`config.mk`:
```
export PLATFORM = sky130hd
export DESIGN_NAME = serial_link_noc_bridge_rx
export DESIGN_NICKNAME = d
export VERILOG_FILES = /design/src/rtl/serial_link_noc_bridge_rx.sv
export SDC_FILE = /design/constraint.sdc
export NUM_CORES = 1
export LEC_CHECK = 0
export CAP_MARGIN = 20
export CELL_PAD_IN_SITES_DETAIL_PLACEMENT = 0
export CELL_PAD_IN_SITES_GLOBAL_PLACEMENT = 2
export CORE_MARGIN = 2
export CORE_UTILIZATION = 43
export DETAILED_ROUTE_END_ITERATION = 8
export PLACE_DENSITY_LB_ADDON = 0.15
export REMOVE_ABC_BUFFERS = 1
export SLEW_MARGIN = 20
export SYNTH_ARGS = -nofsm -noshare
export SYNTH_HDL_FRONTEND = slang
export SYNTH_SLANG_ARGS = --single-unit
```
`constraint.sdc`:
```
create_clock -name clk_i -period 9.4 [get_ports clk_i]
set_input_delay 1.41 -clock clk_i [delete_from_list [all_inputs] [get_ports clk_i]]
set_output_delay 1.41 -clock clk_i [all_outputs]
set_load 0.02 [all_outputs]
```
`src/rtl/serial_link_noc_bridge_rx.sv`:
```
// Receive-side decoder of the serial-link NoC bridge: steers AXIS beats into request/response
// FIFOs, forwards piggy-backed credits, and counts freed slots owed to the far end.
// Optional macro SERIAL_LINK_RX_ERR_CHECK_EN enables the sticky err_o protocol checker.
module serial_link_noc_bridge_rx #(
    parameter int unsigned DataWidth = 64,
    parameter int unsigned NumCred   = 8,
    parameter int unsigned CredWidth = $clog2(NumCred + 1)
) (
    input  logic                 clk_i,
    input  logic                 rst_i,
    input  logic                 axis_valid_i,
    output logic                 axis_ready_o,
    input  logic [DataWidth:0]   axis_data_i,
    input  logic [CredWidth+1:0] axis_user_i,
    output logic                 req_valid_o,
    input  logic                 req_ready_i,
    output logic [DataWidth-1:0] req_data_o,
    output logic                 rsp_valid_o,
    input  logic                 rsp_ready_i,
    output logic [DataWidth-1:0] rsp_data_o,
    output logic                 cred_rcvd_valid_o,
    output logic                 cred_rcvd_chan_o,
    output logic [CredWidth-1:0] cred_rcvd_o,
    output logic [CredWidth-1:0] free_req_o,
    output logic [CredWidth-1:0] free_rsp_o,
    input  logic                 free_consume_i,
    input  logic                 free_consume_chan_i,
    output logic                 err_o
);

    localparam int unsigned PtrWidth = (NumCred > 1) ? $clog2(NumCred) : 1;
    localparam logic [CredWidth-1:0] NumCredC = CredWidth'(NumCred);

    function automatic logic [PtrWidth-1:0] ptr_inc(input logic [PtrWidth-1:0] p);
        return (p == PtrWidth'(NumCred - 1)) ? '0 : p + 1'b1;
    endfunction

    logic                 data_hdr;
    logic [DataWidth-1:0] payload;
    logic                 data_validity;
    logic                 credits_hdr;
    logic [CredWidth-1:0] credits;

    assign data_hdr = axis_data_i[DataWidth];
    assign payload  = axis_data_i[DataWidth-1:0];
    assign {data_validity, credits_hdr, credits} = axis_user_i;

    logic [DataWidth-1:0] mem_q   [2][NumCred];
    logic [DataWidth-1:0] mem_d   [2][NumCred];
    logic [PtrWidth-1:0]  wptr_q  [2];
    logic [PtrWidth-1:0]  wptr_d  [2];
    logic [PtrWidth-1:0]  rptr_q  [2];
    logic [PtrWidth-1:0]  rptr_d  [2];
    logic [CredWidth-1:0] cnt_q   [2];
    logic [CredWidth-1:0] cnt_d   [2];
    logic [CredWidth-1:0] free_q  [2];
    logic [CredWidth-1:0] free_d  [2];

    logic                 cred_valid_q, cred_valid_d;
    logic                 cred_chan_q, cred_chan_d;
    logic [CredWidth-1:0] cred_val_q, cred_val_d;

    logic [1:0] full, out_valid, out_ready, push, pop, consume;
    logic       accept;

    assign out_ready = {rsp_ready_i, req_ready_i};

    always_comb begin
        for (int c = 0; c < 2; c++) begin
            full[c]      = (cnt_q[c] == NumCredC);
            out_valid[c] = (cnt_q[c] != '0);
        end
    end

    // Ready depends only on the incoming header bits and FIFO occupancy, never on the pop side.
    assign axis_ready_o = !rst_i & axis_valid_i & (!data_validity | !full[data_hdr]);
    assign accept       = axis_ready_o;

    always_comb begin
        for (int c = 0; c < 2; c++) begin
            push[c]    = accept & data_validity & (data_hdr == 1'(c));
            pop[c]     = out_valid[c] & out_ready[c];
            consume[c] = free_consume_i & (free_consume_chan_i == 1'(c));
        end
    end

    always_comb begin
        mem_d  = mem_q;
        wptr_d = wptr_q;
        rptr_d = rptr_q;
        cnt_d  = cnt_q;
        free_d = free_q;
        for (int c = 0; c < 2; c++) begin
            if (push[c]) begin
                mem_d[c][wptr_q[c]] = payload;
                wptr_d[c]           = ptr_inc(wptr_q[c]);
            end
            if (pop[c]) begin
                rptr_d[c] = ptr_inc(rptr_q[c]);
            end
            unique case ({push[c], pop[c]})
                2'b10:   cnt_d[c] = cnt_q[c] + 1'b1;
                2'b01:   cnt_d[c] = cnt_q[c] - 1'b1;
                default: cnt_d[c] = cnt_q[c];
            endcase
            // A consume returns the whole count; a coinciding pop is the first slot of the next batch.
            if (consume[c]) begin
                free_d[c] = pop[c] ? CredWidth'(1) : '0;
            end else if (pop[c]) begin
`ifdef SERIAL_LINK_RX_ERR_CHECK_EN
                free_d[c] = (free_q[c] == NumCredC) ? free_q[c] : free_q[c] + 1'b1;
`else
                free_d[c] = free_q[c] + 1'b1;
`endif
            end
        end
    end

    always_comb begin
        cred_valid_d = accept;
        cred_chan_d  = cred_chan_q;
        cred_val_d   = cred_val_q;
        if (accept) begin
            cred_chan_d = credits_hdr;
            cred_val_d  = credits;
        end
    end

`ifdef SERIAL_LINK_RX_ERR_CHECK_EN
    logic err_q, err_d;

    always_comb begin
        err_d = err_q;
        if (axis_valid_i && data_validity && full[data_hdr]) begin
            err_d = 1'b1;
        end
        for (int c = 0; c < 2; c++) begin
            if (consume[c] && (free_q[c] == '0)) begin
                err_d = 1'b1;
            end
            if (!consume[c] && pop[c] && (free_q[c] == NumCredC)) begin
                err_d = 1'b1;
            end
        end
    end

    always_ff @(posedge clk_i) begin
        if (rst_i) begin
            err_q <= 1'b0;
        end else begin
            err_q <= err_d;
        end
    end

    assign err_o = err_q;
`else
    assign err_o = 1'b0;
`endif

    always_ff @(posedge clk_i) begin
        if (rst_i) begin
            for (int c = 0; c < 2; c++) begin
                wptr_q[c] <= '0;
                rptr_q[c] <= '0;
                cnt_q[c]  <= '0;
                free_q[c] <= '0;
            end
            cred_valid_q <= 1'b0;
            cred_chan_q  <= 1'b0;
            cred_val_q   <= '0;
        end else begin
            wptr_q       <= wptr_d;
            rptr_q       <= rptr_d;
            cnt_q        <= cnt_d;
            free_q       <= free_d;
            cred_valid_q <= cred_valid_d;
            cred_chan_q  <= cred_chan_d;
            cred_val_q   <= cred_val_d;
        end
    end

    // Storage is not reset; empty FIFOs present zero on their data outputs instead.
    always_ff @(posedge clk_i) begin
        mem_q <= mem_d;
    end

    assign req_valid_o       = out_valid[0];
    assign rsp_valid_o       = out_valid[1];
    assign req_data_o        = out_valid[0] ? mem_q[0][rptr_q[0]] : '0;
    assign rsp_data_o        = out_valid[1] ? mem_q[1][rptr_q[1]] : '0;
    assign cred_rcvd_valid_o = cred_valid_q;
    assign cred_rcvd_chan_o  = cred_chan_q;
    assign cred_rcvd_o       = cred_val_q;
    assign free_req_o        = free_q[0];
    assign free_rsp_o        = free_q[1];

endmodule

```
==> impl_metrics.py, run 1 <==
metrics = {
    "outcome": {
        "status": "finished, final reports clean",
    },
    "sta": {
        "tightest_slew_ns": 0.9867,
        "rsz0062_at_grt": "no",
        "finalMaxSlewViolations": 0,
        "fmax_ghz": 0.1854,
        "finalCritPeriodShare_pct": 57.37,
        "hold_violations": 0,
        "skew_ns": 0.01995,
        "setup_viol": 0,
        "setup_ws_ns": 4.007,
        "tns_ns": 0,
        "relSlewSlack_pct": 34.22,
        "finalCriticalPeriod_ns": 5.393,
    },
    "worst_setup_path": {
        "reg2reg_depth": 6,
        "startpoint": "rptr_q[1]$_SDFFE_PP0P_",
        "critPathSlowestCell": "dfxtp_4",
        "path_max_fanout": 56,
        "reg2reg_to": "mem_q[15]$_DFFE_PP_",
        "r2r_slack_ns": 5.87,
        "r2r-start": "cnt_q[1]$_SDFFE_PP0P_",
        "cp-start-kind": "flop",
        "endpoint_kind": "output port",
        "critPathRequiredTime_ns": 7.99,
        "cp_cell_sequence": "buf_4, mux4_2, mux2i_1, nor2_1, clkdlybuf4s50_1",
        "cp.arrival_ns": 3.98,
        "path_class": "flop to output port",
        "cpPeakStageDelay_ns": 0.91,
        "crit_end": "rsp_data_o[60]",
    },
    "logic_synthesis": {
        "ys_seq_area_share_pct": 77.58,
        "synth_area_leaders": "edfxtp_1, mux4_2, mux2i_1",
        "syn_inst": 1840,
        "syn-mean-instance-area_sq_um": 22.02,
        "syn_area_sq_um": 40510,
        "synthArstFlopShare_pct": 0,
        "yosysMostFrequentCell": "edfxtp_1",
        "synth_edf_count": 1024,
        "synth_top_area_share_pct": 75.90,
        "ys_seq_elements": 1058,
        "yosysTopAreaCell": "edfxtp_1",
        "yosys.cell_types.count": 41,
        "synth_common_cells": "edfxtp_1, mux4_2, nor2_1",
        "ys.flop_type": "edfxtp_1",
        "ys_warn_count": 0,
    },
    "floorplanning": {
        "initial_core_util_pct": 43.41,
        "die_y_microns": 310.9,
        "std_cell_rows": 112,
        "dieArea_sq_um": 96680,
        "io_pins": 224,
        "coreArea_sq_um": 93330,
        "die_w_microns": 310.9,
    },
    "clocking": {
        "tritoncts": "yes",
        "cts-root-buf": "clkbuf_16",
        "clk_latency_ns": 0.67,
        "cts_buffer_depth": 3,
        "cts_sinks": 1058,
        "clk_pin_slew_ns": 0.06,
        "htree_levels": 3,
        "cts_resized": 0,
        "postCtsHoldBufs": 0,
        "numCtsBuffers": 111,
        "cts_setup_buffers": 0,
    },
    "placement": {
        "post-place-ws_ns": 4.084,
        "finalWeightedCongestion": 0.6933,
        "dp_hpwl_microns": 49720,
        "io_buffers": 222,
        "dp.cells": 3266,
    },
    "detailed_routing": {
        "avgViaCountPerCell": 5.497,
        "drc": 0,
        "drt_iter0_markers": 1336,
        "first_pass_iters": 5,
        "vias": 19070,
        "wl_per_cell_microns": 26.27,
        "totalWireLength_microns": 91170,
        "antenna_left": 0,
    },
    "power": {
        "pwr_density_cell_nw_per_um2": 221.0,
        "total_leakage_power_nw": 14.46,
        "ir_worst_vdd_mv": 0.1325,
    },
    "grt": {
        "antenna_found_initial": 2,
        "grt_pass1_vias": 20350,
        "grt_max_degree": 89,
        "grt_usage_pct": 19.08,
        "grt-ovfl-total": 0,
        "grt_pass1_wl_microns": 135700,
    },
    "cells_and_area": {
        "instances_no_fill": 3470,
        "layout-drive-gt1-share_pct": 21.85,
        "nNetsFinal": 2220,
        "area_growth_pct": 18.19,
        "fin_util_pct": 51.30,
    },
    "hold_path": {
        "min_path_type": "flop to flop",
    },
    "job": {
        "drv_cap": 0,
    },
}
## cells in the final DEF (no fill, tap or decap), types with 10 or more instances in the layout
| cell type | instances |
|---|---|
| clkbuf_1 | 17 |
| clkbuf_16 | 113 |
| mux2i_1 | 136 |
| buf_4 | 44 |
| nand2_1 | 32 |
| clkinv_2 | 18 |
| nor2_1 | 149 |
| mux4_2 | 256 |
| clkdlybuf4s50_1 | 222 |
| a21oi_1 | 17 |
| clkinv_1 | 35 |
| edfxtp_1 | 1024 |
| dfxtp_1 | 28 |
| ha_1 | 16 |
| xor2_1 | 10 |
## per-layer routing
layer	GRT usage, %	routed length [microns]
met3	3.406	4310
met1	25.94	38860
met5	0	16
met2	32.23	46080
met4	4.436	1907
## final cells by class
class / instances / area [sq um]
Antenna cell: 1 / 2.502
Clock buffer: 130 / 2892
Clock inverter: 72 / 584.3
Fill cell: 7509 / 45450
Inverter: 5 / 18.77
Multi-Input combinational cell: 681 / 8751
Sequential cell: 1058 / 31450
Tap cell: 1254 / 1569
Timing Repair Buffer: 269 / 2613
## kinds of logic (layout without fill, tap and decap cells)
family                   Yosys count  after routing  share of synthesized area (%)
AO/OA/AOI/OAI                     27             27                         0.4077
XOR/XNOR                          12             12                         0.2594
adder cells (fa/ha/maj)           16             16                         0.4942
buffers and inverters            101            476                          1.081
flip-flops                      1058           1058                          77.58
multiplexers                     392            392                          17.59
other                              1              2                       0.009257
AND/OR/NAND/NOR                  233            233                          2.573
## sequential cells by signal (all words and copies together) (netlist names)
register	cells
free_req_o	4
cred_rcvd_valid_o	1
cnt_q	8
wptr_q	6
cred_rcvd_o	4
mem_q	1024
free_rsp_o	4
rptr_q	6
cred_rcvd_chan_o	1
## worst min-delay path by stage
stage / end / depth (start not counted) / startpoint
floorplan: cnt_q[7]$_SDFFE_PP0P_ / 2 / cnt_q[7]$_SDFFE_PP0P_
global placement: free_req_o[1]$_SDFFE_PP0P_ / 2 / free_req_o[1]$_SDFFE_PP0P_
detailed placement: cred_rcvd_o[2]$_SDFFE_PP0N_ / 2 / cred_rcvd_o[2]$_SDFFE_PP0N_
CTS: free_rsp_o[1]$_SDFFE_PP0P_ / 2 / free_rsp_o[1]$_SDFFE_PP0P_
global route: free_req_o[1]$_SDFFE_PP0P_ / 2 / free_req_o[1]$_SDFFE_PP0P_
finish: free_req_o[1]$_SDFFE_PP0P_ / 2 / free_req_o[1]$_SDFFE_PP0P_
## power breakdown
group	internal, mW	total, mW	switching (mW)
Clock	2.43	4.18	1.75
Sequential	5.19	5.24	0.0445
Combinational	0.527	1.16	0.635
## critical path: cells and delay by family (launching register included)
kind	cells	cell delay, ns
multiplexers	2	0.43
AND/OR/NAND/NOR	1	0.32
flip-flops	1	0.91
buffers and inverters	2	1.48
## per-stage QoR
stage / hold slack [ns] / area [sq um] / power, mW
floorplan: 0.4768 / 40090 / 6.062
global placement: 0.4854 / 44380 / 6.522
detailed placement: 0.4998 / 44380 / 6.530
CTS: 0.5141 / 47860 / 10.73
global route: 0.5386 / 47880 / 10.96
finish: 0.5137 / 47880 / 10.58
(Power assumes the default switching activity.)
==> run 2, diff against run 1 <==
- clock period: 9.4 -> 4.8 ns (I/O delays scaled with it)
==> impl_metrics.py, run 2 (synthesis results as in run 1) <==
metrics = {
    "power": {
        "switching_power_mw": 4.754,
        "power_frac_seq_pct": 49.5,
        "combPwrFrac_pct": 11.2,
        "clkPwrFrac_pct": 39.3,
        "pwr_density_cell_nw_per_um2": 428.4,
        "ir_worst_vdd_mv": 0.4291,
        "total_leakage_power_nw": 14.54,
        "power.total_mw": 20.67,
        "p_sw_share_pct": 22.99,
        "intPower_mw": 15.92,
    },
    "detailed_routing": {
        "drt_iter0_markers": 1414,
        "antenna_left": 0,
        "wl_per_cell_microns": 25.93,
        "vias": 18830,
        "avgViaCountPerCell": 5.424,
        "totalWireLength_microns": 90030,
        "drc": 0,
        "first_pass_iters": 5,
    },
    "cells_and_area": {
        "final_common_cell": "edfxtp_1",
        "final_cell_mix": "edfxtp_1, mux4_2, clkdlybuf4s50_1",
        "regMostFlops": "mem_q",
        "layout-drive-gt1-share_pct": 21.80,
        "nNetsFinal": 2222,
        "fill_cells": 7474,
        "final_area_sq_um": 48260,
        "area_growth_pct": 19.13,
        "largest_reg_flops": 1024,
        "reg.largest.list": "mem_q: 1024 flops, cnt_q: 8 flops",
    },
    "worst_setup_path": {
        "critPathRequiredTime_ns": 4.08,
        "path_max_fanout": 50,
        "startpoint": "rptr_q[3]$_SDFFE_PP0P_",
        "cp.arrival_ns": 3.35,
        "r2r-start": "cnt_q[1]$_SDFFE_PP0P_",
        "cpLargestDelayFamily": "buffers and inverters",
        "endpoint_kind": "output port",
        "reg2reg_depth": 5,
        "path_depth": 5,
        "cp_num_buf_inv": 2,
        "path_class": "flop to output port",
        "cpPeakStageDelay_ns": 0.66,
        "cp_cell_sequence": "buf_12, mux4_2, mux2i_1, nor2_1, clkdlybuf4s50_1",
        "critPathSlowestCell": "dfxtp_4",
        "cp-start-kind": "flop",
    },
    "sta": {
        "skew_ns": 0.01337,
        "rsz0062_at_grt": "no",
        "hold_violations": 0,
        "finalMaxSlewViolations": 0,
        "tightest_slew_ns": 0.9464,
        "fmax_ghz": 0.2456,
        "holdWs_ns": 0.5037,
        "setup_ws_ns": 0.7290,
        "finalCritPeriodShare_pct": 84.81,
        "setup_viol": 0,
        "relSlewSlack_pct": 36.63,
        "finalCriticalPeriod_ns": 4.071,
    },
    "hold_path": {
        "min_path_type": "flop to flop",
        "hold_depth": 2,
        "hold_start": "free_rsp_o[1]$_SDFFE_PP0P_",
    },
    "grt": {
        "grt_max_degree": 65,
        "grt_pass1_wl_microns": 134200,
        "grt_usage_pct": 18.78,
        "grt_pass1_vias": 20590,
        "grt-ovfl-total": 0,
        "antenna_found_initial": 6,
    },
    "clocking": {
        "cts-root-buf": "clkbuf_16",
        "cts_resized": 0,
        "cts_setup_buffers": 0,
        "tritoncts": "yes",
        "clk_pin_slew_ns": 0.06,
        "numCtsBuffers": 110,
        "cts_sinks": 1058,
        "cts_buffer_depth": 3,
        "clk_latency_ns": 0.67,
        "htree_levels": 3,
        "postCtsHoldBufs": 0,
    },
    "floorplanning": {
        "dieArea_sq_um": 96680,
        "die_w_microns": 310.9,
        "die_y_microns": 310.9,
        "coreArea_sq_um": 93330,
        "initial_core_util_pct": 43.41,
        "io_pins": 224,
        "std_cell_rows": 112,
    },
    "outcome": {
        "status": "finished, final reports clean",
    },
    "placement": {
        "dp_hpwl_microns": 49220,
        "io_buffers": 222,
        "post-place-ws_ns": 1.005,
        "placed_area_sq_um": 44810,
        "finalWeightedCongestion": 0.7125,
    },
    "job": {
        "drv_cap": 0,
    },
}
## run 2: power groups by stage
stage / clock (mW) / sequential, mW / combinational, mW
after detailed placement: 0 / 10.4 / 2.38
after CTS: 8.34 / 10.2 / 2.39
after global routing: 8.68 / 10.2 / 2.50
after floorplan: 0 / 10.6 / 1.30
after global placement: 0 / 10.4 / 2.37
final: 8.12 / 10.2 / 2.32
## run 2: through the flow
step	util (%)	instances	setup TNS, ns
floorplan	-	1744	-2110.23
global placement	48.00	3270	0
detailed placement	48.01	3270	0
CTS	51.71	3470	0
global route	51.71	3472	0
finish	51.71	3472	0
## run 2: worst reg2reg max path: stages (launching register included)
cell and delay (ns):
dfxtp_1 0.51, nor4b_1 0.13, nor3_1 0.57, nand2_1 0.33, nor3b_2 0.83, buf_12 0.31
## run 2: per-layer routing
| metal | wire, microns | vias to the layer above | share of wire (%) | track usage, % |
|---|---|---|---|---|
| met5 | 57 | - | 0.063 | 0 |
| met4 | 1742 | 8 | 1.9 | 5.160 |
| met3 | 4055 | 118 | 4.5 | 3.106 |
| met2 | 45410 | 419 | 50 | 31.68 |
| met1 | 38770 | 10110 | 43 | 25.41 |
| li1 | - | 8179 | - | - |
## run 2: final timing paths
path                                                    to  slack, ns
worst min-delay path            free_rsp_o[1]$_SDFFE_PP0P_       0.50
worst max register to register        mem_q[156]$_DFFE_PP_       1.77
worst max-delay path                        req_data_o[54]       0.73
worst min register to register  free_rsp_o[1]$_SDFFE_PP0P_       0.50
## run 2: layout make-up
cell class	count	area, sq um	share of cell area (%)
repair buffers	272	3010	6.238
inverters	5	18.77	0.03889
flip-flops and latches	1058	31450	65.17
clock buffers	128	2841	5.888
multi-input cells	681	8757	18.15
diodes	2	5.005	0.01037
clock inverters	72	606.8	1.257
well taps	1254	1569	3.251
==> edit, RTL diff (settings of run 1) <==
`cred_val_q` no longer has a reset.
--- a/src/rtl/serial_link_noc_bridge_rx.sv
+++ b/src/rtl/serial_link_noc_bridge_rx.sv
@@ -167,7 +167,6 @@
             end
             cred_valid_q <= 1'b0;
             cred_chan_q  <= 1'b0;
-            cred_val_q   <= '0;
         end else begin
             wptr_q       <= wptr_d;
             rptr_q       <= rptr_d;
@@ -175,8 +174,11 @@
             free_q       <= free_d;
             cred_valid_q <= cred_valid_d;
             cred_chan_q  <= cred_chan_d;
-            cred_val_q   <= cred_val_d;
-        end
+        end
+    end
+
+    always_ff @(posedge clk_i) begin
+        cred_val_q <= cred_val_d;
     end
 
     // Storage is not reset; empty FIFOs present zero on their data outputs instead.
Formal check against the unedited RTL: differs if rst_i is asserted again (counterexample within 4 cycles, from zero or initial values and one cycle with rst_i high); with rst_i held inactive, the same outputs for 4 cycles.
==> edit against run 1 <==
Synthesized area about the same. Synthesized cell count down 0.43%. Design area down 0.16%. Setup slack worse by 0.16 ns. Power about the same. Sequential cell count unchanged. Sequential power about the same. Maximum frequency down 2.9%. Routed wire length down 3.7%. Highest routed layer unchanged.
==> edit: results (changes against run 1) <==
- Final hold vios: 0 (unchanged)
- Hold path start: cred_rcvd_chan_o
- Total track usage: 0.1826 (-0.008142)
- Critical Path Start: rptr_q[1]
- Max VDD drop: 0.1583 mV (+19%)
- Initial antenna violation count: 2 (unchanged)
- 1st-pass router iterations: 6 (+1)
- Largest regs: mem_q (1024), cnt_q (8)
- Ys Warns: 0 (unchanged)
- Routed WL: 87.76 mm (-3.7%)
- Total CTS buffers: 109 (-1.8%)
- Leakage: 14.41 nW (-0.31%)
- Post-CTS Setup Inserts: 0 (unchanged)
- Root Driver: clkbuf_16
- CP Data Arrival Time: 4.14 ns (+0.16 ns)
- Worst Hold Class: reg2reg
- Sequential area share after synthesis: 0.7775 (+0.001661)
- Final Skew: 0.01260 ns (-0.007357 ns)
- Fillers: 7482 (-0.36%)
- Largest net degree at the start of global routing: 71 (-20%)
- Ranking of synthesized cells by area: edfxtp_1, mux4_2, mux2i_1
- Top post-synthesis cells by count: edfxtp_1, mux4_2, nor2_1, mux2i_1, clkbuf_1
- Layout Nets: 2207 (-0.59%)
- # resized after CTS: 0 (unchanged)
- Ant. Diodes: 0 (-1)
- Pre-CTS setup slack: 3.783 ns (-0.3018 ns)
- Switching Share: 0.2255 (-0.004504)
- H-tree depth: 3 (unchanged)
- Max-slew headroom: 0.2701 (-0.07214)
- Worst-path maximum fanout: 69 (+23%)
- Synth unique cells: 39 (-4.9%)
- CTS Buffer Depth: 3 (unchanged)
- Worst R2R Start: cnt_q[1]
- Clk Latency, worst-skew pair: 0.64 ns (-0.03 ns)
- First-pass GRT wire length: 131.7 mm (-3.0%)
- Number of I/O port buffers: 222 (unchanged)
- Clk pin slew, worst setup/hold paths: 0.06 ns (about the same)
- Vias in the first global route: 19999 (-1.7%)
- Top_reg_cell synth: edfxtp_1
- Gpl congestion: 0.7221 (+4.2%)
- DRT iter0 DRCs: 1313 (-1.7%)
- Status: complete, no violations
- Post-synth EDFFs: 1028 (+0.39%)
- Asr flop ratio synth: 0 (unchanged)
- Drt via density: 5.431 (-1.2%)
- Layout cell share with drive strength beyond 1: 0.2186 (about the same)
- Final HPWL DP: 49.21 mm (-1.0%)
edit: cell types whose count changed after synthesis, sizes merged:
cell and change:
mux2i -4, buf +1, nand2b -1, nor2 -4, dfxtp -4, clkbuf -1, edfxtp +4, and4bb -1
nor4bb +1, or2b +1
edit: layout make-up:
type	instances	share of cell area
Sequential cell	1058	0.6588
Multi-Input combinational cell	673	0.1813
Inverter	5	0.0003926
Tap cell	1254	0.03282
Clock buffer	138	0.06111
Clock inverter	56	0.01159
Timing Repair Buffer	266	0.05397
edit: worst max-delay path, stage by stage (launching register included):
cell	delay, ns
dfxtp_4	0.99
buf_4	0.96
mux4_2	0.37
mux2i_1	0.07
nor2_1	0.39
clkdlybuf4s50_1	0.71
edit: cell families (layout without fill, tap and decap cells):
group	after synthesis	after routing	share of synthesized area
AO/OA/AOI/OAI	27	27	0.003648
XOR/XNOR	12	12	0.002597
adder cells (fa/ha/maj)	16	16	0.004946
buffers and inverters	101	465	0.01097
flip-flops	1058	1058	0.7775
multiplexers	388	388	0.1751
other	1	1	0.00009265
AND/OR/NAND/NOR	229	229	0.02516
edit: routing by layer:
metal,wire (um),global-route usage
met2,43680,0.3024
met3,4003,0.03013
met1,38660,0.2551
met4,1406,0.04414
met5,11,0
edit: metrics by stage:
stage          instances  hold WS [ns]  cell area, um2
2_1_floorplan       1736        0.4764           40050
3_3_place_gp        3255        0.4832           44310
3_5_place_dp        3255        0.4914           44310
4_1_cts             3449        0.5108           47780
5_1_grt             3450        0.5355           47810
6_report            3450        0.5080           47810
edit: power by group through the flow:
stage	registers (mW)	clock network (mW)	logic [mW]
floorplan	5.40	0	0.661
global placement	5.33	0	1.18
detailed placement	5.33	0	1.18
CTS	5.23	4.31	1.19
global route	5.24	4.49	1.24
finish	5.23	4.20	1.15
edit: final timing paths:
kind	end	depth (start not counted)	slack, ns
setup / recovery	rsp_data_o[50]	5	3.85
hold / removal	cred_rcvd_chan_o	2	0.51
setup reg to reg	mem_q[120]	6	6.09
hold reg to reg	cred_rcvd_chan_o	2	0.51
